[src/rtl/aes_pkg.sv]
`default_nettype none
// ============================================================================
// Module   : aes_pkg
// Purpose  : Shared types and constants for the AES-256-CBC job framer.
// Revision : 1.0
// ============================================================================
package aes_pkg;

    localparam int           AES_BLOCK_BYTES = 16;
    localparam logic [127:0] AES_PAD_BLOCK   = {16{8'h10}};

    typedef enum logic [5:0] {
        ST_IDLE   = 6'b000001,
        ST_KEY_LO = 6'b000010,
        ST_KEY_HI = 6'b000100,
        ST_IV     = 6'b001000,
        ST_DATA   = 6'b010000,
        ST_PAD    = 6'b100000
    } framer_state_t;

endpackage
`default_nettype wire

[src/rtl/aes_pkcs7_padder.sv]
`default_nettype none
// ============================================================================
// Module   : aes_pkcs7_padder
// Purpose  : Combinational tail shaper: zero-fill or PKCS#7-fill of the bytes
//            after the leading run of tkeep ones.
// Revision : 1.0
// ============================================================================
module aes_pkcs7_padder
    import aes_pkg::*;
(
    input  logic [127:0] i_tdata,
    input  logic [15:0]  i_tkeep,
    input  logic         i_pad_en,
    output logic [127:0] o_block,
    output logic [4:0]   o_n,
    output logic         o_malformed
);

    logic [4:0]  w_n;
    logic        w_run;
    logic [15:0] w_mask;
    logic [7:0]  w_fill;

    // A gap in tkeep ends the run; later set bits are treated as missing.
    always_comb begin
        w_n   = '0;
        w_run = 1'b1;
        for (int i = 15; i >= 0; i--) begin
            w_run = w_run & i_tkeep[i];
            w_n   = w_n + {4'd0, w_run};
        end
    end

    assign w_mask = ~(16'hFFFF >> w_n);
    assign w_fill = i_pad_en ? {3'b000, 5'd16 - w_n} : 8'h00;

    always_comb begin
        o_block = i_tdata;
        for (int b = 0; b < AES_BLOCK_BYTES; b++) begin
            if (5'(b) >= w_n) begin
                o_block[127-8*b -: 8] = w_fill;
            end
        end
    end

    assign o_n         = w_n;
    assign o_malformed = (i_tkeep != w_mask);

endmodule
`default_nettype wire

[src/rtl/aes256_cbc_framer.sv]
`default_nettype none
// ============================================================================
// Module   : aes256_cbc_framer
// Purpose  : Builds the key/IV/payload job stream for the CBC cipher core.
//            Optional PKCS#7 tail padding when AES_PKCS7_PAD_EN is defined.
// Revision : 1.0
// ============================================================================
module aes256_cbc_framer
    import aes_pkg::*;
#(
    parameter int KEY_LENGTH = 256,
    parameter int BLOCK_SIZE = 128
) (
    input  logic                  Clk,
    input  logic                  Rst,
    input  logic                  Cfg_valid,
    output logic                  Cfg_ready,
    input  logic [KEY_LENGTH-1:0] Cfg_key,
    input  logic [BLOCK_SIZE-1:0] Cfg_iv,
    input  logic                  Cfg_encrypt,
    input  logic                  S_axis_tvalid,
    output logic                  S_axis_tready,
    input  logic [BLOCK_SIZE-1:0] S_axis_tdata,
    input  logic [15:0]           S_axis_tkeep,
    input  logic                  S_axis_tlast,
    output logic                  M_axis_tvalid,
    input  logic                  M_axis_tready,
    output logic [BLOCK_SIZE-1:0] M_axis_tdata,
    output logic [15:0]           M_axis_tkeep,
    output logic                  M_axis_tlast,
    output logic                  M_axis_tuser,
    output logic [15:0]           Blocks_sent,
    output logic                  Err
);

    framer_state_t         r_state, w_next;
    logic [KEY_LENGTH-1:0] r_key;
    logic [BLOCK_SIZE-1:0] r_iv;
    logic                  r_enc;
    logic [15:0]           r_blocks;
    logic                  r_err;

    logic [127:0] w_blk;
    logic [4:0]   w_n;
    logic         w_malformed;
    logic         w_full, w_pad_tail, w_to_pad, w_bad;
    logic         w_cfg_hs, w_m_hs, w_s_hs;

    aes_pkcs7_padder u_padder (
        .i_tdata     (S_axis_tdata),
        .i_tkeep     (S_axis_tkeep),
        .i_pad_en    (w_pad_tail),
        .o_block     (w_blk),
        .o_n         (w_n),
        .o_malformed (w_malformed)
    );

    assign w_full = (w_n == 5'd16);
`ifdef AES_PKCS7_PAD_EN
    assign w_pad_tail = r_enc & S_axis_tlast;
`else
    assign w_pad_tail = 1'b0;
`endif
    // A full final encrypt beat still needs a whole pad block after it.
    assign w_to_pad = w_pad_tail & w_full;
    assign w_bad    = w_malformed | (~w_full & ~w_pad_tail);

    assign w_cfg_hs = Cfg_valid & (r_state == ST_IDLE);
    assign w_m_hs   = M_axis_tvalid & M_axis_tready;
    assign w_s_hs   = (r_state == ST_DATA) & S_axis_tvalid & M_axis_tready;

    always_ff @(posedge Clk) begin
        if (Rst) begin
            r_state <= ST_IDLE;
        end else begin
            r_state <= w_next;
        end
    end

    always_ff @(posedge Clk) begin
        if (Rst) begin
            r_key    <= '0;
            r_iv     <= '0;
            r_enc    <= 1'b0;
            r_blocks <= '0;
            r_err    <= 1'b0;
        end else begin
            r_err <= w_s_hs & w_bad;
            if (w_cfg_hs) begin
                r_key    <= Cfg_key;
                r_iv     <= Cfg_iv;
                r_enc    <= Cfg_encrypt;
                r_blocks <= '0;
            end else if (w_m_hs && (r_state == ST_DATA || r_state == ST_PAD)) begin
                r_blocks <= r_blocks + 16'd1;
            end
        end
    end

    always_comb begin
        w_next = r_state;
        case (r_state)
            ST_IDLE:   if (Cfg_valid) w_next = ST_KEY_LO;
            ST_KEY_LO: if (w_m_hs)    w_next = ST_KEY_HI;
            ST_KEY_HI: if (w_m_hs)    w_next = ST_IV;
            ST_IV:     if (w_m_hs)    w_next = ST_DATA;
            ST_DATA: begin
                if (w_s_hs && S_axis_tlast) begin
                    w_next = w_to_pad ? ST_PAD : ST_IDLE;
                end
            end
`ifdef AES_PKCS7_PAD_EN
            ST_PAD:    if (w_m_hs)    w_next = ST_IDLE;
`endif
            default:   w_next = ST_IDLE;
        endcase
    end

    always_comb begin
        Cfg_ready     = 1'b0;
        S_axis_tready = 1'b0;
        M_axis_tvalid = 1'b0;
        M_axis_tdata  = '0;
        M_axis_tkeep  = '0;
        M_axis_tlast  = 1'b0;
        M_axis_tuser  = 1'b0;
        case (r_state)
            ST_IDLE: Cfg_ready = 1'b1;
            ST_KEY_LO: begin
                M_axis_tvalid = 1'b1;
                M_axis_tdata  = r_key[BLOCK_SIZE-1:0];
                M_axis_tkeep  = 16'hFFFF;
                M_axis_tuser  = r_enc;
            end
            ST_KEY_HI: begin
                M_axis_tvalid = 1'b1;
                M_axis_tdata  = r_key[KEY_LENGTH-1:BLOCK_SIZE];
                M_axis_tkeep  = 16'hFFFF;
                M_axis_tuser  = r_enc;
            end
            ST_IV: begin
                M_axis_tvalid = 1'b1;
                M_axis_tdata  = r_iv;
                M_axis_tkeep  = 16'hFFFF;
                M_axis_tuser  = r_enc;
            end
            ST_DATA: begin
                M_axis_tvalid = S_axis_tvalid;
                S_axis_tready = M_axis_tready;
                M_axis_tdata  = w_blk;
                M_axis_tkeep  = 16'hFFFF;
                M_axis_tlast  = S_axis_tlast & ~w_to_pad;
                M_axis_tuser  = r_enc;
            end
`ifdef AES_PKCS7_PAD_EN
            ST_PAD: begin
                M_axis_tvalid = 1'b1;
                M_axis_tdata  = AES_PAD_BLOCK;
                M_axis_tkeep  = 16'hFFFF;
                M_axis_tlast  = 1'b1;
                M_axis_tuser  = r_enc;
            end
`endif
            default: ;
        endcase
    end

    assign Blocks_sent = r_blocks;
    assign Err         = r_err;

endmodule
`default_nettype wire

[config.mk]
export PLATFORM = sky130hd
export DESIGN_NAME = aes256_cbc_framer
export DESIGN_NICKNAME = d
export VERILOG_FILES = /design/src/rtl/aes_pkg.sv /design/src/rtl/aes_pkcs7_padder.sv /design/src/rtl/aes256_cbc_framer.sv
export SDC_FILE = /design/constraint.sdc
export NUM_CORES = 1
export LEC_CHECK = 0
export ABC_AREA = 1
export BUFFER_PORTS_ARGS = -buffer_cell sky130_fd_sc_hd__buf_4
export CORE_AREA = 4 4 272 274
export DETAILED_ROUTE_END_ITERATION = 8
export DIE_AREA = 0 0 276 278
export SETUP_SLACK_MARGIN = 0.5
export SLEW_MARGIN = 40
export SYNTH_ARGS = -nofsm -noshare
export SYNTH_HDL_FRONTEND = slang
export SYNTH_SLANG_ARGS = --single-unit
[constraint.sdc]
create_clock -name Clk -period 14.31 [get_ports Clk]
set_input_delay 2.1465 -clock Clk [delete_from_list [all_inputs] [get_ports Clk]]
set_output_delay 2.1465 -clock Clk [all_outputs]
set_load 0.01 [all_outputs]
## Yosys cells after proc, flatten, opt, wreduce, memory -nomap -nowiden

Cells that the tools add are included.

| storage, ports and cells | value |
|---|---|
| output and inout port bits | 166 |
| word-level logic and storage cells | 111 |
| input port bits | 535 |
| bits in registers | 408 |

| operators by class | value |
|---|---|
| $add $sub $neg | 16 |
| mux-type cells | 29 |
| equal/unequal tests | 13 |
| shift operators | 1 |
| order comparisons | 16 |
| reduce and logical (&&, ||, !) cells | 7 |
| bitwise operators | 23 |

Operators with widths:

| cell | count |
|---|---|
| $pmux 128 s4 | 1 |
| $mux 8 | 16 |
| $add 5x1->5 | 14 |
| $ge 4x5->1 const A | 8 |
| $mux 6 | 5 |
| $pmux 6 s5 | 1 |
| $and 1x1->1 | 20 |
| $ge 3x5->1 const A | 4 |
| $add 16x1->16 const B | 1 |
| $mux 16 | 1 |
| $ne 16x16->1 | 1 |
| $not 16->16 | 1 |
| $shr 16x5->16 const A | 1 |
| $ge 1x5->1 const A | 2 |
| $ge 2x5->1 const A | 2 |
| $ne 2x2->1 const B | 4 |
| $eq 6x1->1 const B | 1 |
| $eq 6x2->1 const B | 1 |
| $eq 6x3->1 const B | 1 |
| $eq 6x4->1 const B | 1 |
| $eq 6x5->1 const B | 1 |
| $eq 6x6->1 const B | 1 |
| $eq 5x5->1 const B | 1 |
| $reduce_and 5->1 | 1 |
| 11 further kinds | 15 |

## Longest topological paths before layout

Gate-level depths: netlist (run 1).

| depth | value |
|---|---|
| depth after elaboration | 21 |
| gate-level depth with buffers | 32 |
| mapped depth without buffers | 32 |

## Hierarchy

From an unflattened synthesis (run 1), not the netlist that was laid out.

| second synthesis, totals | value |
|---|---|
| cell total of the unflattened synthesis | 2987 |
| area, all modules | 20548.5 um^2 |

By module, submodules not included:

| module | area each (um^2) | sequential area each (um^2) | times used | cells each |
|---|---|---|---|---|
| aes256_cbc_framer | 18129.9 | 8147.8 | 1 | 2480 |
| aes_pkcs7_padder | 2418.6 | 0.0 | 1 | 507 |

## Worst setup path before layout (run 1)

OpenSTA, ideal clock, no wires.

| timing | value |
|---|---|
| kind | input-to-output |
| from | in S_axis_tkeep[14] |
| to | out M_axis_tdata[14] |
| arrival | 6.849 ns |
| setup slack | 5.314 ns |
| stages | 26 |
| path buffers | 0 |
| cell sequence | nand4_1 nor2_1 nand4_1 inv_1 nand3_1 nor2_1 nand2_1 inv_1 nand2_1 nor3_1 fa_1 inv_1 fa_1 inv_1 fa_1 fa_1 fa_1 inv_1 fa_1 inv_1 nand2_1 nor2_1 nand3_1 nand2_1 a31oi_1 o21ai_0 |

| between the ends | value |
|---|---|
| cells in the longest elaborated chain, start to end | 19 |
| elaborated cells between the ends (all ways) | 33 |
| those cells by class | add/sub (15); order compare (1); mux (2); bitwise (15) |

Ends and longest elaborated chain:

| item | line | RTL |
|---|---|---|
| start: declaration | aes256_cbc_framer.sv:24 | `input logic [15:0] S_axis_tkeep,` |
| $and 1x1->1 (*) | aes_pkcs7_padder.sv:29 | `w_run = w_run & i_tkeep[i];` |
| $add 1x1->2 / $and 1x1->1 (equally long branches) | aes_pkcs7_padder.sv:30, aes_pkcs7_padder.sv:29 |  |
| $add 5x1->5 / $and 1x1->1 (equally long branches) (13 in series) | aes_pkcs7_padder.sv:30, aes_pkcs7_padder.sv:29 |  |
| $add 5x1->5 (*) | aes_pkcs7_padder.sv:30 | `w_n = w_n + {4'd0, w_run};` |
| $ge 4x5->1 (*) | aes_pkcs7_padder.sv:40 | `if (5'(b) >= w_n) begin` |
| $mux 8 (*) | aes_pkcs7_padder.sv:40 |  |
| $pmux 128 s4 (*) | aes256_cbc_framer.sv:127 | `case (r_state)` |
| end: declaration | aes256_cbc_framer.sv:28 | `output logic [BLOCK_SIZE-1:0] M_axis_tdata,` |

Mark *: on every way between the ends. The rest lies on a longest branch, timed or not.

## Worst setup path after layout (run 1)

| timing | value |
|---|---|
| from | in S_axis_tkeep[15] |
| to | out M_axis_tdata[21] |

| between the ends | value |
|---|---|
| cells in the longest elaborated chain, start to end | 19 |
| elaborated cells between the ends (all ways) | 33 |
| those cells by class | add/sub (15); order compare (1); mux (2); bitwise (15) |

Ends and longest elaborated chain:

| item | line |
|---|---|
| $and 1x1->1 | aes_pkcs7_padder.sv:29 |
| $add 1x1->2 / $and 1x1->1 (equally long branches) | aes_pkcs7_padder.sv:30, aes_pkcs7_padder.sv:29 |
| $add 5x1->5 / $and 1x1->1 (equally long branches) (13 in series) | aes_pkcs7_padder.sv:30, aes_pkcs7_padder.sv:29 |
| $add 5x1->5 (*) | aes_pkcs7_padder.sv:30 |
| $ge 4x5->1 (*) | aes_pkcs7_padder.sv:40 |
| $mux 8 (*) | aes_pkcs7_padder.sv:40 |
| $pmux 128 s4 (*) | aes256_cbc_framer.sv:127 |

Marks and branches as above.

==> results of run 1 <==
[through the flow]
| stage | utilization | setup slack (ps) |
|---|---|---|
| after floorplan | - | 5310 |
| after global placement | 0.339 | 3890 |
| after detailed placement | 0.339 | 3760 |
| after CTS | 0.363 | 3740 |
| after global routing | 0.364 | 3190 |
| final | 0.365 | 3790 |
[worst paths after layout]
| check | start | to | cells after the start |
|---|---|---|---|
| setup / recovery | S_axis_tkeep[15] | M_axis_tdata[21] | 30 |
| hold / removal | r_key[99] | r_key[99] | 2 |
| setup reg to reg | r_state[4] | r_key[29] | 9 |
| hold reg to reg | r_key[99] | r_key[99] | 2 |
[area by class of cell]
type | instances | area share
antenna | 9 | 0.000866
clock buffer | 78 | 0.0571
clock inverter | 11 | 0.00832
inverter | 317 | 0.0460
multi-input combinational | 1596 | 0.315
sequential | 407 | 0.313
tap | 950 | 0.0457
timing repair buffer | 727 | 0.214
[state kept, by name, summed over array words and instances (netlist names)]
name         flops
r_iv           128
r_key          256
r_state          5
Err              1
r_enc            1
Blocks_sent     16
[synth_stat cells, drive strengths merged, types with 9 or more instances]
cell type  instances
nor2              40
o2111ai           44
buf               99
nand3            237
nand4             11
o22ai             76
a21oi            448
nand2            348
fa                 9
a31oi             33
inv              315
dfxtp            407
nor3              10
clkbuf           115
o21ai            304
[logic make-up (layout without fill, tap and decap cells)]
group,Yosys count,in the layout
AOI/OAI and AO/OA,924,924
xor gates and xnor gates,6,6
adders and majority gates,15,15
buffers and inverters,531,1133
DFF,407,407
other,0,9
and+or+nand+nor,651,651
[routing by layer]
layer	track usage	vias to the layer above
li1	-	9747
met1	0.270	9356
met2	0.320	770
met3	0.0545	144
met4	0.0755	2
met5	0	-
[worst max-delay path: cells and delay by family]
kind	cells	cell delay [ps]
adders and majority gates	6	2450
and+or+nand+nor	14	2510
buffers and inverters	10	1230
[power by group through the flow]
stage                     Clock (mW)  Sequential (mW)  Combinational (mW)
final                           1.32             1.61                1.35
after global routing            1.39             1.64                1.50
after CTS                       1.35             1.61                1.33
after detailed placement           0             1.63                1.33
after global placement             0             1.62                1.31
after floorplan                    0             1.60               0.929
==> out/qor.yml, run 1 <==
final_common_cell: "buf_4"
core_sq_um: 71400
switching_share: 0.354
clockBufferDepth: 3
clk_pin_slew_ps: 60
grt_pass1_wl_mm: 122
ys.flop_type: "dfxtp_1"
place_inst: 3995
synth-simple-area-share: 0.156
muxShareOfSynthArea: 0
rsz0062_at_grt: "no"
switchingPower_mw: 1.52
period_minus_slack_ps: 10520
p_per_area_nw_per_um2: 165
internal-power_mw: 2.76
routed-via-count: 20000
multi_input_area_sq_um: 8200
synthXorXnorAreaFrac: 0.00284
fin_area_sq_um: 26000
clk_latency_ps: 570
tightest_slew_ps: 954
cpMostUsedCell: "inv_1"
period_share: 0.735
ctsResizeCount: 0
holdWs_ps: 444
max_freq_mhz: 95.1
die_h_microns: 278
max_slew_margin: 0.364
dr.first_iter.drc_count: 1583
start_util: 0.259
yosysTopAreaCell: "dfxtp_1"
mostFrequentLayoutCells: "buf_4, a21oi_1, dfxtp_1"
first_pass_iters: 5
yosysSeqAreaShare: 0.441
finalWirelength_mm: 83.8
cp-start-kind: "primary input"
drc_errors: 0
nFillCells: 7653
place.gp.congestion: 0.927
crit_slowest_cell: "nand2_1"
ctsHoldBuffers: 0
synth_top_area_frac: 0.441
cts_root_buffer: "clkbuf_16"
hold_viol: 0
pwr-share-clk: 0.308
yosysWarnings: 0
crit_fanout: 11
portBuffers: 700
setup_tns_ps: 0
total_power_mw: 4.28
skew_ps: 22.0
die_area_sq_um: 76700
area_growth_pct: 40.8
clock-sinks: 407
syn-instance-count: 2534
h-tree-depth: 2
cts_buffers: 48
track_usage: 0.204
nets: 3647
setup_violations: 0
ys_types: 39
synth.avg_cell_area_sq_um: 7.29
grt_overflow: 0
crit_arrival_ps: 8370
met3_length_mm: 7.05
routedWlPerCell_microns: 20.5
synth_edf_count: 0
placementRows: 98
min_path_type: "reg2reg"
drive_above_1_share: 0.264
synth_top_family_by_area: "compound AO/OA/AOI/OAI gates"
grt_max_degree: 210
postCtsSetupBuffers: 0
final-seq-area_sq_um: 8150
wl_met2_mm: 38.0
slew_violations: 0
synthArstFlopShare: 0
combPwrFrac: 0.316
seq_power_share: 0.376
antenna_left: 0
critPathCaptureType: "primary output"
dp_hpwl_mm: 60.1
ys_ff_latch: 407
r2r_setup_slack_ps: 10790
netlist_area_sq_um: 18500
highest_layer: "met5"
ios: 701
cts_tree: "yes"
yosys.area_share.adder: 0.0138
cap_violations: 0
fp.dieW_microns: 276
syn_nets: 3084
ys_top_cells_by_area: "dfxtp_1, a21oi_1, nand2_1, nand3_1, inv_1"
grt_pass1_vias: 18700
synth-compound-area-share: 0.270
status: "finished clean"
worstPathRequired_ps: 12160
path_class: "in2out"
antenna_found_initial: 14
leakage_nw: 10.8
vdd_drop_max_mv: 0.126
final-instance-count-excl-fill: 4095
via_per_inst: 4.89
cp_slowest_stage_delay_ps: 650
postPlaceCellArea_sq_um: 24200
drt-met1-wl_mm: 35.7
No activity file was read; power rests on OpenSTA's default activity.
==> inputs of run 2 (changes only) <==
==> constraint.sdc (replaced) <==
create_clock -name Clk -period 10.05 [get_ports Clk]
set_input_delay 1.5075 -clock Clk [delete_from_list [all_inputs] [get_ports Clk]]
set_output_delay 1.5075 -clock Clk [all_outputs]
set_load 0.01 [all_outputs]
==> run 2 against run 1 <==
- global-route usage barely moved
- critical path depth did not move
- die area did not move
- flip-flop and latch count did not move
- clock-buffer cell count fell by 14
- first-iteration DRC count fell by 0.88%
- wire length barely moved
- final cell count fell by 0.17%
- combinational power rose by 41%
- final area fell by 0.55%
- critical path type unchanged
- highest routed layer unchanged
==> out/qor.yml, run 2 (synthesis results as in run 1) <==
h-tree-depth: 2  # unchanged
cp_slowest_stage_delay_ps: 510  # -140 ps
portBuffers: 700  # unchanged
nets: 3650  # +0.082%
tightest_slew_ps: 971  # +17.6 ps
worst_slack_ps: 1090  # -2700 ps
max_freq_mhz: 112
die_h_microns: 278  # unchanged
ios: 701  # unchanged
hold_depth: 2  # unchanged
clock-sinks: 407  # unchanged
dp_hpwl_mm: 60.2  # +0.21%
rsz0062_at_grt: "no"
clk_pin_slew_ps: 60  # about the same
worstPathRequired_ps: 8540  # -3620 ps
via_per_inst: 4.88  # -0.13%
vdd_drop_max_mv: 0.335  # +170%
status: "finished clean"
largest_reg_flops: 256  # unchanged
crit_buf_inv: 9  # -1
antenna_left: 0  # unchanged
antenna_found_initial: 11  # -3
cpMostUsedCell: "inv_1"
p_per_area_nw_per_um2: 230  # +40%
track_usage: 0.204  # about the same
cts_tree: "yes"
path_class: "in2out"
die_area_sq_um: 76700  # unchanged
first_pass_iters: 5  # unchanged
cap_violations: 0  # unchanged
slew_violations: 0  # unchanged
reg2reg_from: "r_state[4]"
hold_viol: 0  # unchanged
min_path_type: "reg2reg"
drc_errors: 0  # unchanged
grt_overflow: 0  # unchanged
final_common_cell: "buf_4"
r2r_cells: 8  # -1
ctsHoldBuffers: 0  # unchanged
postCtsSetupBuffers: 0  # unchanged
core_sq_um: 71400  # unchanged
crit_fanout: 10  # -1
crit_slowest_cell: "fa_1"
total_power_mw: 5.96  # +39%
cp.depth: 30  # unchanged
dp_worst_setup_slack_ps: 1120  # -2640 ps
placementRows: 98  # unchanged
startpoint: "S_axis_tkeep[15]"
skew_ps: 22.0  # -0.0148 ps
finalWirelength_mm: 83.7  # about the same
grt_pass1_vias: 18900  # +1.2%
setup_violations: 0  # unchanged
routed-via-count: 20000  # -0.30%
clk_latency_ps: 580  # about the same
clockBufferDepth: 3  # unchanged
drive_above_1_share: 0.266  # +0.00208
place.gp.congestion: 0.893  # -3.7%
max_slew_margin: 0.352  # -0.0118
grt_pass1_wl_mm: 122  # about the same
dr.first_iter.drc_count: 1569  # -0.88%
grt_max_degree: 194  # -7.6%
cp-start-kind: "primary input"
endpoint: "M_axis_tdata[107]"
setup_tns_ps: 0  # unchanged
start_util: 0.259  # unchanged
regMostFlops: "r_key"
cts_root_buffer: "clkbuf_16"
ctsResizeCount: 0  # unchanged
period_share: 0.892
mostFrequentLayoutCells: "buf_4, a21oi_1, dfxtp_1"
r2r_end: "r_key[158]"
leakage_nw: 10.8  # -0.54%
crit_arrival_ps: 7450  # -920 ps
area_growth_pct: 40.0
r2r_setup_slack_ps: 6890  # -3900 ps
holdWs_ps: 446  # +1.70 ps
critPathCaptureType: "primary output"
crit_family: "adder cells"
period_minus_slack_ps: 8960
routedWlPerCell_microns: 20.5  # about the same
fp.dieW_microns: 276  # unchanged
cts_buffers: 49  # +2.1%
-- run 2: cell count changes in the layout (fill, tap and decap cells not counted), moves of 4 or more --
cell / delta
bufinv_16: -4
clkinvlp_4: +4
clkinv_2: +5
clkbuf_1: -9
clkbuf_8: -4
diode_2: -5
-- run 2: worst min-delay path, delay by kind of cell, from the launching register on --
family / cells / cell delay (ps)
DFF: 1 / 300
buffers and inverters: 1 / 50
AOI/OAI and AO/OA: 1 / 50
-- run 2: area by class of cell --
class | count | area [sq um]
Fill cell | 7663 | 45500
Multi-Input combinational cell | 1596 | 8190
Sequential cell | 407 | 8150
Timing Repair Buffer | 729 | 5570
Clock buffer | 64 | 1370
Inverter | 317 | 1200
Tap cell | 950 | 1190
Clock inverter | 21 | 199
Antenna cell | 4 | 10.0
-- run 2: per-stage QoR --
stage / area (sq um) / util / cells
2_1_floorplan: 18500 / - / 2534
3_3_place_gp: 24200 / 0.339 / 3996
3_5_place_dp: 24200 / 0.340 / 3997
4_1_cts: 25800 / 0.362 / 4082
5_1_grt: 25900 / 0.363 / 4087
6_report: 25900 / 0.363 / 4088
-- run 2: metal layers --
| layer | vias to the layer above | share of wire | GRT usage |
|---|---|---|---|
| met5 | - | 0.00041 | 0 |
| met4 | 6 | 0.027 | 0.0555 |
| met3 | 122 | 0.079 | 0.0540 |
| met2 | 758 | 0.47 | 0.338 |
| met1 | 9329 | 0.42 | 0.264 |
| li1 | 9744 | - | - |
-- run 2: worst min-delay path by stage --
stage          startpoint  slack, ps          to
5_1_grt          r_iv[94]        460    r_iv[94]
3_5_place_dp   r_key[103]        440  r_key[103]
6_report       r_key[103]        450  r_key[103]
2_1_floorplan    r_key[9]        420    r_key[9]
4_1_cts        r_key[103]        450  r_key[103]
3_3_place_gp    r_key[99]        430   r_key[99]
-- run 2: power breakdown --
group | switching [mW] | internal [mW]
Clock | 0.740 | 1.02
Combinational | 1.28 | 0.635
Sequential | 0.165 | 2.13
